### config.mk
export PLATFORM = sky130hd
export DESIGN_NAME = fifo_rd_stream
export DESIGN_NICKNAME = d
export VERILOG_FILES = /design/src/rtl/fifo_rd_stream.sv
export SDC_FILE = /design/constraint.sdc
export NUM_CORES = 1
export LEC_CHECK = 0
export CORE_MARGIN = 4
export CORE_UTILIZATION = 39
export CTS_CLUSTER_SIZE = 16
export DETAILED_ROUTE_END_ITERATION = 10
export DONT_BUFFER_PORTS = 1
export GPL_TIMING_DRIVEN = 0
export SYNTH_ARGS = -nofsm -noshare
export SYNTH_HDL_FRONTEND = slang
export SYNTH_SLANG_ARGS = --single-unit
### constraint.sdc
create_clock -name clk -period 3.17 [get_ports clk]
set_input_delay 0.4755 -clock clk [delete_from_list [all_inputs] [get_ports clk]]
set_output_delay 0.4755 -clock clk [all_outputs]
set_load 0.01 [all_outputs]
### src/rtl/fifo_rd_stream.sv
// fifo_rd_stream: drains a synchronous FIFO into a valid/ready stream through a small skid buffer
module fifo_rd_stream #(
    parameter int FIFO_WIDTH = 16,
    parameter int BUF_DEPTH  = 3,
    parameter int CNT_WIDTH  = 16
) (
    input  logic                  clk,
    input  logic                  rst_n,
    input  logic                  i_drain_en,
    input  logic                  i_fifo_empty,
    input  logic [FIFO_WIDTH-1:0] i_fifo_data_out,
    input  logic                  i_fifo_underflow,
    output logic                  o_fifo_rd_en,
    output logic                  o_m_valid,
    output logic [FIFO_WIDTH-1:0] o_m_data,
    input  logic                  i_m_ready,
    output logic [CNT_WIDTH-1:0]  o_words_out,
    output logic                  o_err_underflow
);
    localparam int PW = $clog2(BUF_DEPTH);
    localparam int CW = $clog2(BUF_DEPTH + 1);

    logic [FIFO_WIDTH-1:0] r_buf [BUF_DEPTH];
    logic [PW-1:0]         r_wr_ptr;
    logic [PW-1:0]         r_rd_ptr;
    logic [CW-1:0]         r_count;
    logic                  r_inflight;
    logic                  r_en;
    logic                  r_err;
    logic [CNT_WIDTH-1:0]  r_words;
    logic                  w_cap;
    logic                  w_pop;
    logic [CW:0]           w_occ;
    logic [PW-1:0]         w_wr_nxt;
    logic [PW-1:0]         w_rd_nxt;

    // Occupancy counts the read in flight so the buffer can never be overrun; the
    // current pop is deliberately not credited, keeping m_ready off the rd_en path.
    assign w_occ        = {1'b0, r_count} + (CW+1)'(r_inflight);
    assign o_fifo_rd_en = r_en & i_drain_en & ~i_fifo_empty & (w_occ < (CW+1)'(BUF_DEPTH));
    assign w_cap        = r_inflight & ~i_fifo_underflow;
    assign o_m_valid    = (r_count != '0);
    assign w_pop        = o_m_valid & i_m_ready;
    assign o_m_data     = o_m_valid ? r_buf[r_rd_ptr] : '0;
    assign w_wr_nxt     = (r_wr_ptr == PW'(BUF_DEPTH - 1)) ? '0 : r_wr_ptr + PW'(1);
    assign w_rd_nxt     = (r_rd_ptr == PW'(BUF_DEPTH - 1)) ? '0 : r_rd_ptr + PW'(1);
    assign o_words_out  = r_words;
    assign o_err_underflow = r_err;

    // Skid buffer storage; contents are only meaningful below r_count so no reset is needed.
    always_ff @(posedge clk) begin
        if (w_cap) r_buf[r_wr_ptr] <= i_fifo_data_out;
    end

    // Control state: read tracking, pointers, occupancy, delivered count and sticky error.
    always_ff @(posedge clk or negedge rst_n) begin
        if (!rst_n) begin
            r_en       <= 1'b0;
            r_inflight <= 1'b0;
            r_wr_ptr   <= '0;
            r_rd_ptr   <= '0;
            r_count    <= '0;
            r_words    <= '0;
            r_err      <= 1'b0;
        end else begin
            r_en       <= 1'b1;
            r_inflight <= o_fifo_rd_en;
            r_wr_ptr   <= w_cap ? w_wr_nxt : r_wr_ptr;
            r_rd_ptr   <= w_pop ? w_rd_nxt : r_rd_ptr;
            r_count    <= r_count + CW'(w_cap) - CW'(w_pop);
            r_words    <= r_words + CNT_WIDTH'(w_pop);
            r_err      <= r_err | (r_inflight & i_fifo_underflow);
        end
    end
endmodule
==> results of run 1 <==
metrics by stage:
stage               setup TNS, ns  std cells  utilization, %  total power [mW]  hold slack [ns]
CTS                             0        332            45.9              2.73            0.214
finish                          0        332            45.9              2.68            0.231
floorplan                       0        212               -              1.76            0.180
global placement            -7.51        311            41.9              1.91            0.180
detailed placement              0        314            42.5              1.93            0.180
global route                    0        332            45.9              2.87            0.206
cell usage after synthesis, types with 2 or more instances:
| master | number |
|---|---|
| a21o_1 | 4 |
| a21oi_1 | 17 |
| buf_4 | 2 |
| clkbuf_1 | 5 |
| dfrtp_1 | 25 |
| edfxtp_1 | 48 |
| ha_1 | 4 |
| inv_1 | 3 |
| mux2i_1 | 16 |
| nand2_1 | 10 |
| nand2b_1 | 2 |
| nand3_1 | 2 |
| nand4_1 | 4 |
| nor2_1 | 36 |
| nor3_1 | 2 |
| nor3b_1 | 2 |
| xnor2_1 | 11 |
| xor2_1 | 6 |
flip-flops by register name, summed over array words and instances (netlist names):
register         count
o_err_underflow      1
o_words_out         16
r_buf               48
r_count              2
r_en                 1
r_inflight           1
r_rd_ptr             2
r_wr_ptr             2
logic make-up (layout without fill, tap and decap cells):
kind of cell	Yosys count	in the layout	share of synthesized area, %
simple gates	65	65	10.4
fa+ha+maj	4	4	1.71
buf+inv	11	32	1.71
mux	16	16	5.46
compound gates	25	25	4.99
flops	73	73	70.5
xor+xnor	17	17	5.08
other cells	1	1	0.128
what timing repair did:
item	in CTS	in global routing
hold buffers	2	0
setup endpoints to repair	0	0
endpoints found under the hold margin	25	0
cell type report:
| cell class | count | share of cell area [%] |
|---|---|---|
| buffer | 8 | 1.16 |
| timing repair buffer | 5 | 1.79 |
| multi-input combinational | 128 | 24.8 |
| tap | 99 | 3.70 |
| clock inverter | 6 | 2.69 |
| clock buffer | 10 | 3.81 |
| inverter | 3 | 0.336 |
| sequential | 73 | 61.7 |
how the worst max path moves through the flow:
stage | start | end | slack [ns] | cells past startpoint
after floorplan | i_fifo_underflow | r_buf[1][0] | 0.69 | 3
after global placement | i_fifo_underflow | r_buf[1][10] | -0.28 | 3
after detailed placement | r_count[0] | o_fifo_rd_en | 0.71 | 3
after CTS | r_count[0] | o_fifo_rd_en | 0.36 | 3
after global routing | r_count[0] | o_fifo_rd_en | 0.24 | 3
final | r_count[0] | o_fifo_rd_en | 0.41 | 3
layer usage:
metal	up-vias	part of all wire, %	global-route usage (%)
li1	789	-	-
met1	773	43	16.9
met2	31	51	20.2
met3	7	5.0	3.67
met4	0	1.4	7.21
met5	-	0	0
power by group:
part,internal (mW),switching [mW]
clock network,0.446,0.336
registers,1.12,0.125
logic,0.237,0.424
cells in the final DEF (no fill, tap or decap), drive strengths merged, types with 2 or more instances in the layout:
cell / n
a21o: 4
a21oi: 17
buf: 7
bufinv: 2
clkbuf: 15
clkinv: 2
dfrtp: 25
edfxtp: 48
ha: 4
inv: 4
mux2i: 16
nand2: 10
nand2b: 2
nand3: 2
nand4: 5
nor2: 37
nor3: 2
nor3b: 2
nor4: 2
o21ai: 2
xnor2: 11
xor2: 6
worst reg2reg max path: stages (launching register included):
cell       delay (ns)
dfrtp_1          0.45
ha_1             0.23
ha_1             0.26
a2111oi_0        1.03
==> key figures, run 1 <==
Run status
  • Status: completed

Die
  • Initial Util: 40.2%
  • Area of the die: 0.00897 mm2
  • Core area: around 0.0073 mm2
  • Die X: 94.7 um
  • Rows: 31
  • Ports: 57
  • Die extent in y: 94.7 um

Hold path
  • Hold depth: 0
  • Hold Path End: r_buf[2][3]
  • Min-delay src: i_fifo_data_out[3]
  • Hold WC Path Type: input pin to flop

STA
  • RSZ-0062 raised after global routing: no
  • Setup violations, final: 0
  • Crit path time final: around 2.8 ns
  • Highest clock rate: ~360 MHz
  • Final hold violations: 0
  • Slew margin rel.: between 15 and 20%
  • Worst Skew: ~0.014 ns
  • Period utilization: between 80% and 90%
  • Setup WS post-layout: 0.407 ns
  • Worst-Margin Slew: 1.18 ns
  • Final slew viol count: 0

Drt
  • Wire per inst: around 16 um
  • Final wirelength: between 5 and 6 mm
  • Via density: a little under 5
  • 1st-pass router iterations: 4
  • Post-DRT Antenna Nets: 0
  • Total number of vias: 1600
  • Drc violations: 0
  • Drt first-iter violations: 93

Worst setup path
  • Buffers & Inverters on Critical Path: 0
  • CP peak stage delay: ~1.0 ns
  • R2R depth: 3
  • Slowest-stage cell, CP: a2111oi_0
  • WS Path Type: flop to primary output
  • Worst-path cell chain: ha_1 > ha_1 > a2111oi_0
  • Crit end category: primary output
  • Worst r2r dst: r_inflight
  • Worst reg2reg startpoint: r_count[0]
  • Crit path required time: around 2.7 ns
  • CP top delay family: compound AO/OA/AOI/OAI gates
  • FF-to-FF setup slack: 1.00 ns
  • CP Max Fanout: 6
  • Critical path's most frequent cell: ha_1
  • Startpoint types: flop
  • Worst endpoint data arrival time: 2.29 ns

Clocking
  • Sink Count: 73
  • CTS tree: built
  • Num CTS Buffers: 9
  • Clk slew on worst S/H paths: 0.08 ns
  • Post-CTS setup buffers: 0
  • CTS resizes: 0
  • Worst-case clock buffer depth: 2
  • Htree depth: 3
  • CTS Root Cell: clkbuf_8
  • Worst-skew pair later-pin latency: 0.33 ns

Global route
  • Number of global-route vias before repair: 1637
  • Largest net degree at the start of global routing: 26
  • Number of antenna violations at the first check in global routing: 0
  • Grt ovf: 0
  • Global-route wire length before repair: just under 9 mm
  • GRT Util Overall: 13.2%

Place
  • DP Worst Slack: about 0.71 ns
  • GPL Wtd Cong: approximately 0.75
  • Placed inst area: between 0.003 and 0.004 mm2
  • Port buffer count: 0
  • Dpl hpwl: 3.64 mm

Finish
  • Fin area: 0.00335 mm2
  • Final net count: 254
  • Diodes inserted: 0
  • Fill count: 693
  • Layout cell share with drive strength beyond 1: around an eighth
  • FF/Latch Area: 0.00207 mm2
  • Area grow syn2layout: 14.2%
  • Area of the multi-input gates: approximately 830 um2

Yosys
  • Sequential-to-total area share from yosys stat: 70.5%
  • Top_reg_cell synth: edfxtp_1
  • Ys async rst share: 34.2%
  • Syn nets: 238
  • Unique masters post-synth: 31
  • Top post-synthesis cells by area: edfxtp_1 (49%), dfrtp_1 (21%), mux2i_1 (5.5%), nor2_1 (4.6%), xnor2_1 (3.3%)
  • Synth Cell Area: between 0.002 and 0.003 mm2
  • Top cell type's share of synthesized area: 49.2%
  • Yosys reg bits: 73
  • Mean Syn Cell Area: 13.8 um2
  • EDFF count, synth: 48
  • Cell count after synthesis: 212
  • Leading area contributor after synthesis: edfxtp_1
  • Synth warn: 0

Flow run
  • Max cap viols: 0

Pwr
  • Leakage: 1.30 nW
  • Pwr per Cell Area: 802 mW/mm2
  • Peak supply drop: roughly 0.00033 V
Note: power is estimated with default switching activity, not from simulation.
==> inputs of run 2 (changes only) <==
SKIP_CTS_REPAIR_TIMING = 1   (was not set)
==> run 2 against run 1 <==
Net effect: combinational power about the same; clock-buffer cell count unchanged; clock skew about the same; flip-flop and latch count unchanged; cell count unchanged; clock power about the same; largest power group unchanged.
==> key figures, run 2 (same netlist as run 1, synthesis figures left out) <==
STA
  • Final slew viol count: 0
  • Crit path time final: 2.77 ns
  • Setup WS post-layout: ~0.40 ns
  • Period utilization: 87.2%
  • Final hold violations: 0
  • Slew margin rel.: 19.8%
  • Setup violations, final: 0
  • Worst-Margin Slew: about 1.2 ns
  • Highest clock rate: 362 MHz
  • Worst Skew: 0.0143 ns
  • RSZ-0062 raised after global routing: no

Clocking
  • Worst-skew pair later-pin latency: 0.33 ns
  • Clk slew on worst S/H paths: around 0.08 ns
  • Htree depth: 3
  • Sink Count: 73
  • CTS Root Cell: clkbuf_8
  • CTS tree: built
  • Worst-case clock buffer depth: 2
  • Num CTS Buffers: 9

Flow run
  • Max cap viols: 0

Finish
  • Fill count: 693
  • Layout cell share with drive strength beyond 1: 12.4%
  • FF/Latch Area: approximately 0.0021 mm2
  • Highest-count cells in the layout ignoring fill and taps: edfxtp_1 (48), nor2_1 (36), dfrtp_1 (25)
  • Diodes inserted: 0
  • Commonest non-fill, non-tap cell in the layout: edfxtp_1
  • Fin util: 45.9%
  • Area of the multi-input gates: 830 um2
  • Max reg flops: 48
  • Area grow syn2layout: 14.2%
  • Biggest register: r_buf
  • Final net count: approximately 250

Place
  • GPL Wtd Cong: 0.746
  • Port buffer count: 0
  • DP Worst Slack: 0.712 ns
  • Dpl hpwl: 3.64 mm

Run status
  • Status: completed

Drt
  • Post-DRT Antenna Nets: 0
  • 1st-pass router iterations: 4
  • Via density: 4.81
  • Wire per inst: 16.2 um
  • Total number of vias: 1597
  • Drt first-iter violations: 100
  • Drc violations: 0
  • Final wirelength: 5.39 mm

Worst setup path
  • Worst-path cell chain: ha_1 > ha_1 > a2111oi_0
  • WS Path Type: flop to primary output
  • CP Max Fanout: 6
  • Critical path's most frequent cell: ha_1
  • CP top delay family: compound AO/OA/AOI/OAI gates
  • Startpoint types: flop
  • Buffers & Inverters on Critical Path: 0
  • CP peak stage delay: 1.02 ns
  • Crit end category: primary output
  • Worst endpoint data arrival time: around 2.3 ns
  • Slowest-stage cell, CP: a2111oi_0
  • Crit path required time: 2.69 ns

Die
  • Die extent in y: approximately 95 um
  • Core area: 0.00729 mm2
  • Die X: 94.7 um
  • Area of the die: 0.00897 mm2
  • Initial Util: 40.2%
  • Ports: between 50 and 60
  • Rows: 31

Pwr
  • Leakage: 1.30 nW
  • Pwr per Cell Area: about 800 mW/mm2
  • Peak supply drop: 0.000334 V

Global route
  • GRT Util Overall: between 10% and 20%
  • Grt ovf: 0
  • Number of antenna violations at the first check in global routing: 0
  • Global-route wire length before repair: 8.66 mm
  • Number of global-route vias before repair: ~1600
  • Largest net degree at the start of global routing: 26

Hold path
  • Hold WC Path Type: input pin to flop
## run 2: cell counts in the layout (fill, tap and decap cells not counted)
Identical to the previous run, type by type.
## run 2: final cells by class
cell class / instances / area share [%]
flip-flops and latches: 73 / 61.7
multi-input cells: 128 / 24.8
clock buffers: 10 / 3.81
well taps: 99 / 3.70
clock inverters: 6 / 2.69
repair buffers: 5 / 1.79
plain buffers: 8 / 1.16
inverters: 3 / 0.336
## run 2: final timing paths
kind,startpoint,end,slack (ns),cells past startpoint
min reg2reg,r_inflight,o_err_underflow,0.54,1
max reg2reg,r_count[0],r_inflight,1.00,3
max,r_count[0],o_fifo_rd_en,0.40,3
max in group asynchronous,rst_n,r_en,2.43,2
min,i_fifo_data_out[3],r_buf[2][3],0.23,0
min in group asynchronous,rst_n,o_words_out[14],0.57,2
## run 2: report_power, final
group / total, mW / leakage [nW] / switching (mW) / internal, mW
clock network: 0.783 / 0.107 / 0.336 / 0.446
logic: 0.661 / 0.435 / 0.424 / 0.237
registers: 1.24 / 0.755 / 0.126 / 1.12
## run 2: per-layer routing
| metal | vias up | global-route usage [%] | share of wire (%) |
|---|---|---|---|
| met5 | - | 0 | 0 |
| met4 | 0 | 7.21 | 1.4 |
| met3 | 7 | 3.67 | 5.2 |
| met2 | 32 | 20.1 | 51 |
| met1 | 769 | 16.8 | 42 |
| li1 | 789 | - | - |
## run 2: stage by stage
stage               instance area, um2  total power [mW]  instances  hold slack (ns)  setup TNS, ns
floorplan                         2930              1.76        212            0.180              0
global placement                  3060              1.91        311            0.180          -7.51
detailed placement                3100              1.93        314            0.180              0
CTS                               3320              2.72        330           -0.195              0
global route                      3350              2.87        332            0.206              0
finish                            3350              2.68        332            0.231              0
==> inputs of run 3 (changes only) <==
RECOVER_POWER = 50   (was not set)
==> run 3 against run 2 <==
Net effect: die area did not move; register-to-register slack improved by 0.03 ns; utilization fell by 0.29 points; worst setup slack improved by 0.025 ns; clock skew rose by 0.00072 ns; largest power group unchanged; highest routed layer unchanged.
==> key figures, run 3 (same netlist as run 1, synthesis figures left out) <==
Pwr
  • Sw frac: approximately 33%
  • Leakage: 1.29 nW
  • Peak supply drop: 0.000334 V
  • Pwr per Cell Area: 804 mW/mm2
  • Share of total power in combinational logic: 24.5%
  • Switch Pwr: 880 uW
  • Sequential power share: a little under half
  • Clock Power Share: between 20% and 30%
  • Final Power: 2.67 mW
  • Int Pwr: between 1.5 and 2 mW

STA
  • Worst Skew: 0.0150 ns
  • Final TNS setup: 0 ns
  • Hold slack final: 0.231 ns
  • Slew margin rel.: 10.1%
  • Setup violations, final: 0
  • Final slew viol count: 0
  • Period utilization: 86.5%
  • RSZ-0062 raised after global routing: no
  • Crit path time final: 2.74 ns
  • Worst-Margin Slew: 1.35 ns
  • Highest clock rate: 365 MHz
  • Final hold violations: 0

Die
  • Core area: 0.00729 mm2
  • Rows: 31
  • Die X: 94.7 um
  • Ports: 57
  • Initial Util: 40.2%
  • Die extent in y: 94.7 um
  • Area of the die: 0.00897 mm2

Clocking
  • CTS Root Cell: clkbuf_8
  • Num CTS Buffers: 9
  • CTS tree: built
  • Worst-skew pair later-pin latency: between 0.3 and 0.4 ns
  • Worst-case clock buffer depth: 2
  • Clk slew on worst S/H paths: about 0.08 ns
  • Htree depth: 3
  • Sink Count: 73

Drt
  • 1st-pass router iterations: 4
  • Post-DRT Antenna Nets: 0
  • Final wirelength: 5.36 mm
  • Drc violations: 0
  • Drt first-iter violations: 96
  • Total number of vias: 1592
  • Via density: 4.80
  • Wire per inst: 16.1 um

Finish
  • Diodes inserted: 0
  • Final net count: approximately 250
  • Final non-filler cell total: 332
  • Commonest non-fill, non-tap cell in the layout: edfxtp_1
  • Max reg flops: 48
  • Layout cell share with drive strength beyond 1: 11.6%
  • Fin area: 0.00333 mm2
  • Highest-count cells in the layout ignoring fill and taps: edfxtp_1 (48), nor2_1 (36), dfrtp_1 (25)
  • Biggest register: r_buf
  • Area grow syn2layout: 13.5%

Worst setup path
  • Worst-path cell chain: ha_1 > ha_1 > a2111oi_0
  • Startpoint types: flop
  • WS Path Type: flop to primary output
  • Crit end category: primary output
  • Worst endpoint data arrival time: around 2.3 ns
  • CP Max Fanout: 6
  • CP peak stage delay: between 1 and 1.5 ns
  • Critical path's most frequent cell: ha_1
  • Crit path required time: 2.69 ns
  • Slowest-stage cell, CP: a2111oi_0

Place
  • Port buffer count: 0
  • Dpl hpwl: 3.64 mm
  • GPL Wtd Cong: about 0.75
  • Placed inst area: 0.00310 mm2
  • # placed instances: roughly 310

Global route
  • Global-route wire length before repair: 8.66 mm
  • Grt ovf: 0
  • Number of antenna violations at the first check in global routing: 0
  • GRT Util Overall: 13.1%
  • Number of global-route vias before repair: 1633
  • Largest net degree at the start of global routing: 26

Hold path
  • Hold WC Path Type: input pin to flop

Flow run
  • Max cap viols: 0

Run status
  • Status: completed
run 3: cell count changes in the layout (fill, tap and decap cells not counted), sizes merged:
cell / change
buf: -1
clkbuf: +1
run 3: per-stage QoR:
| step | util [%] | setup WS [ns] |
|---|---|---|
| floorplan | - | 0.689 |
| global placement | 41.9 | -0.275 |
| detailed placement | 42.5 | 0.712 |
| CTS | 45.5 | 0.357 |
| global route | 45.6 | 0.259 |
| finish | 45.6 | 0.429 |
run 3: worst paths after layout:
kind,start,end,slack (ns),cells after the start
setup / recovery,r_count[0],o_fifo_rd_en,0.43,3
hold / removal,i_fifo_data_out[3],r_buf[2][3],0.23,0
setup reg to reg,r_count[0],r_inflight,1.03,3
hold reg to reg,r_inflight,o_err_underflow,0.54,1
max in group asynchronous,rst_n,r_en,1.38,2
min in group asynchronous,rst_n,o_words_out[13],0.98,2
run 3: power groups by stage:
stage	registers [mW]	logic (mW)	clock network, mW
floorplan	1.23	0.527	0
global placement	1.26	0.652	0
detailed placement	1.26	0.670	0
CTS	1.24	0.672	0.807
global route	1.25	0.750	0.853
finish	1.24	0.655	0.783
run 3: layer usage:
metal / GRT usage (%) / vias up / part of all wire, %
met1: 16.8 / 766 / 42
met2: 20.1 / 33 / 51
met4: 7.21 / 0 / 1.7
li1: - / 786 / -
met5: 0 / - / 0
met3: 3.67 / 7 / 5.1
run 3: worst max-delay path: cells and delay by family (launching register included):
family	cells	cell delay, ns
flops	1	0.43
compound gates	1	1.02
fa+ha+maj	2	0.48
run 3: area by class of cell:
cell class | count | area [um2]
fill | 696 | 3970
sequential | 73 | 2070
multi-input combinational | 128 | 825
clock buffer | 10 | 128
tap | 99 | 124
clock inverter | 6 | 90.1
timing repair buffer | 5 | 43.8
buffer | 8 | 38.8
inverter | 3 | 11.3
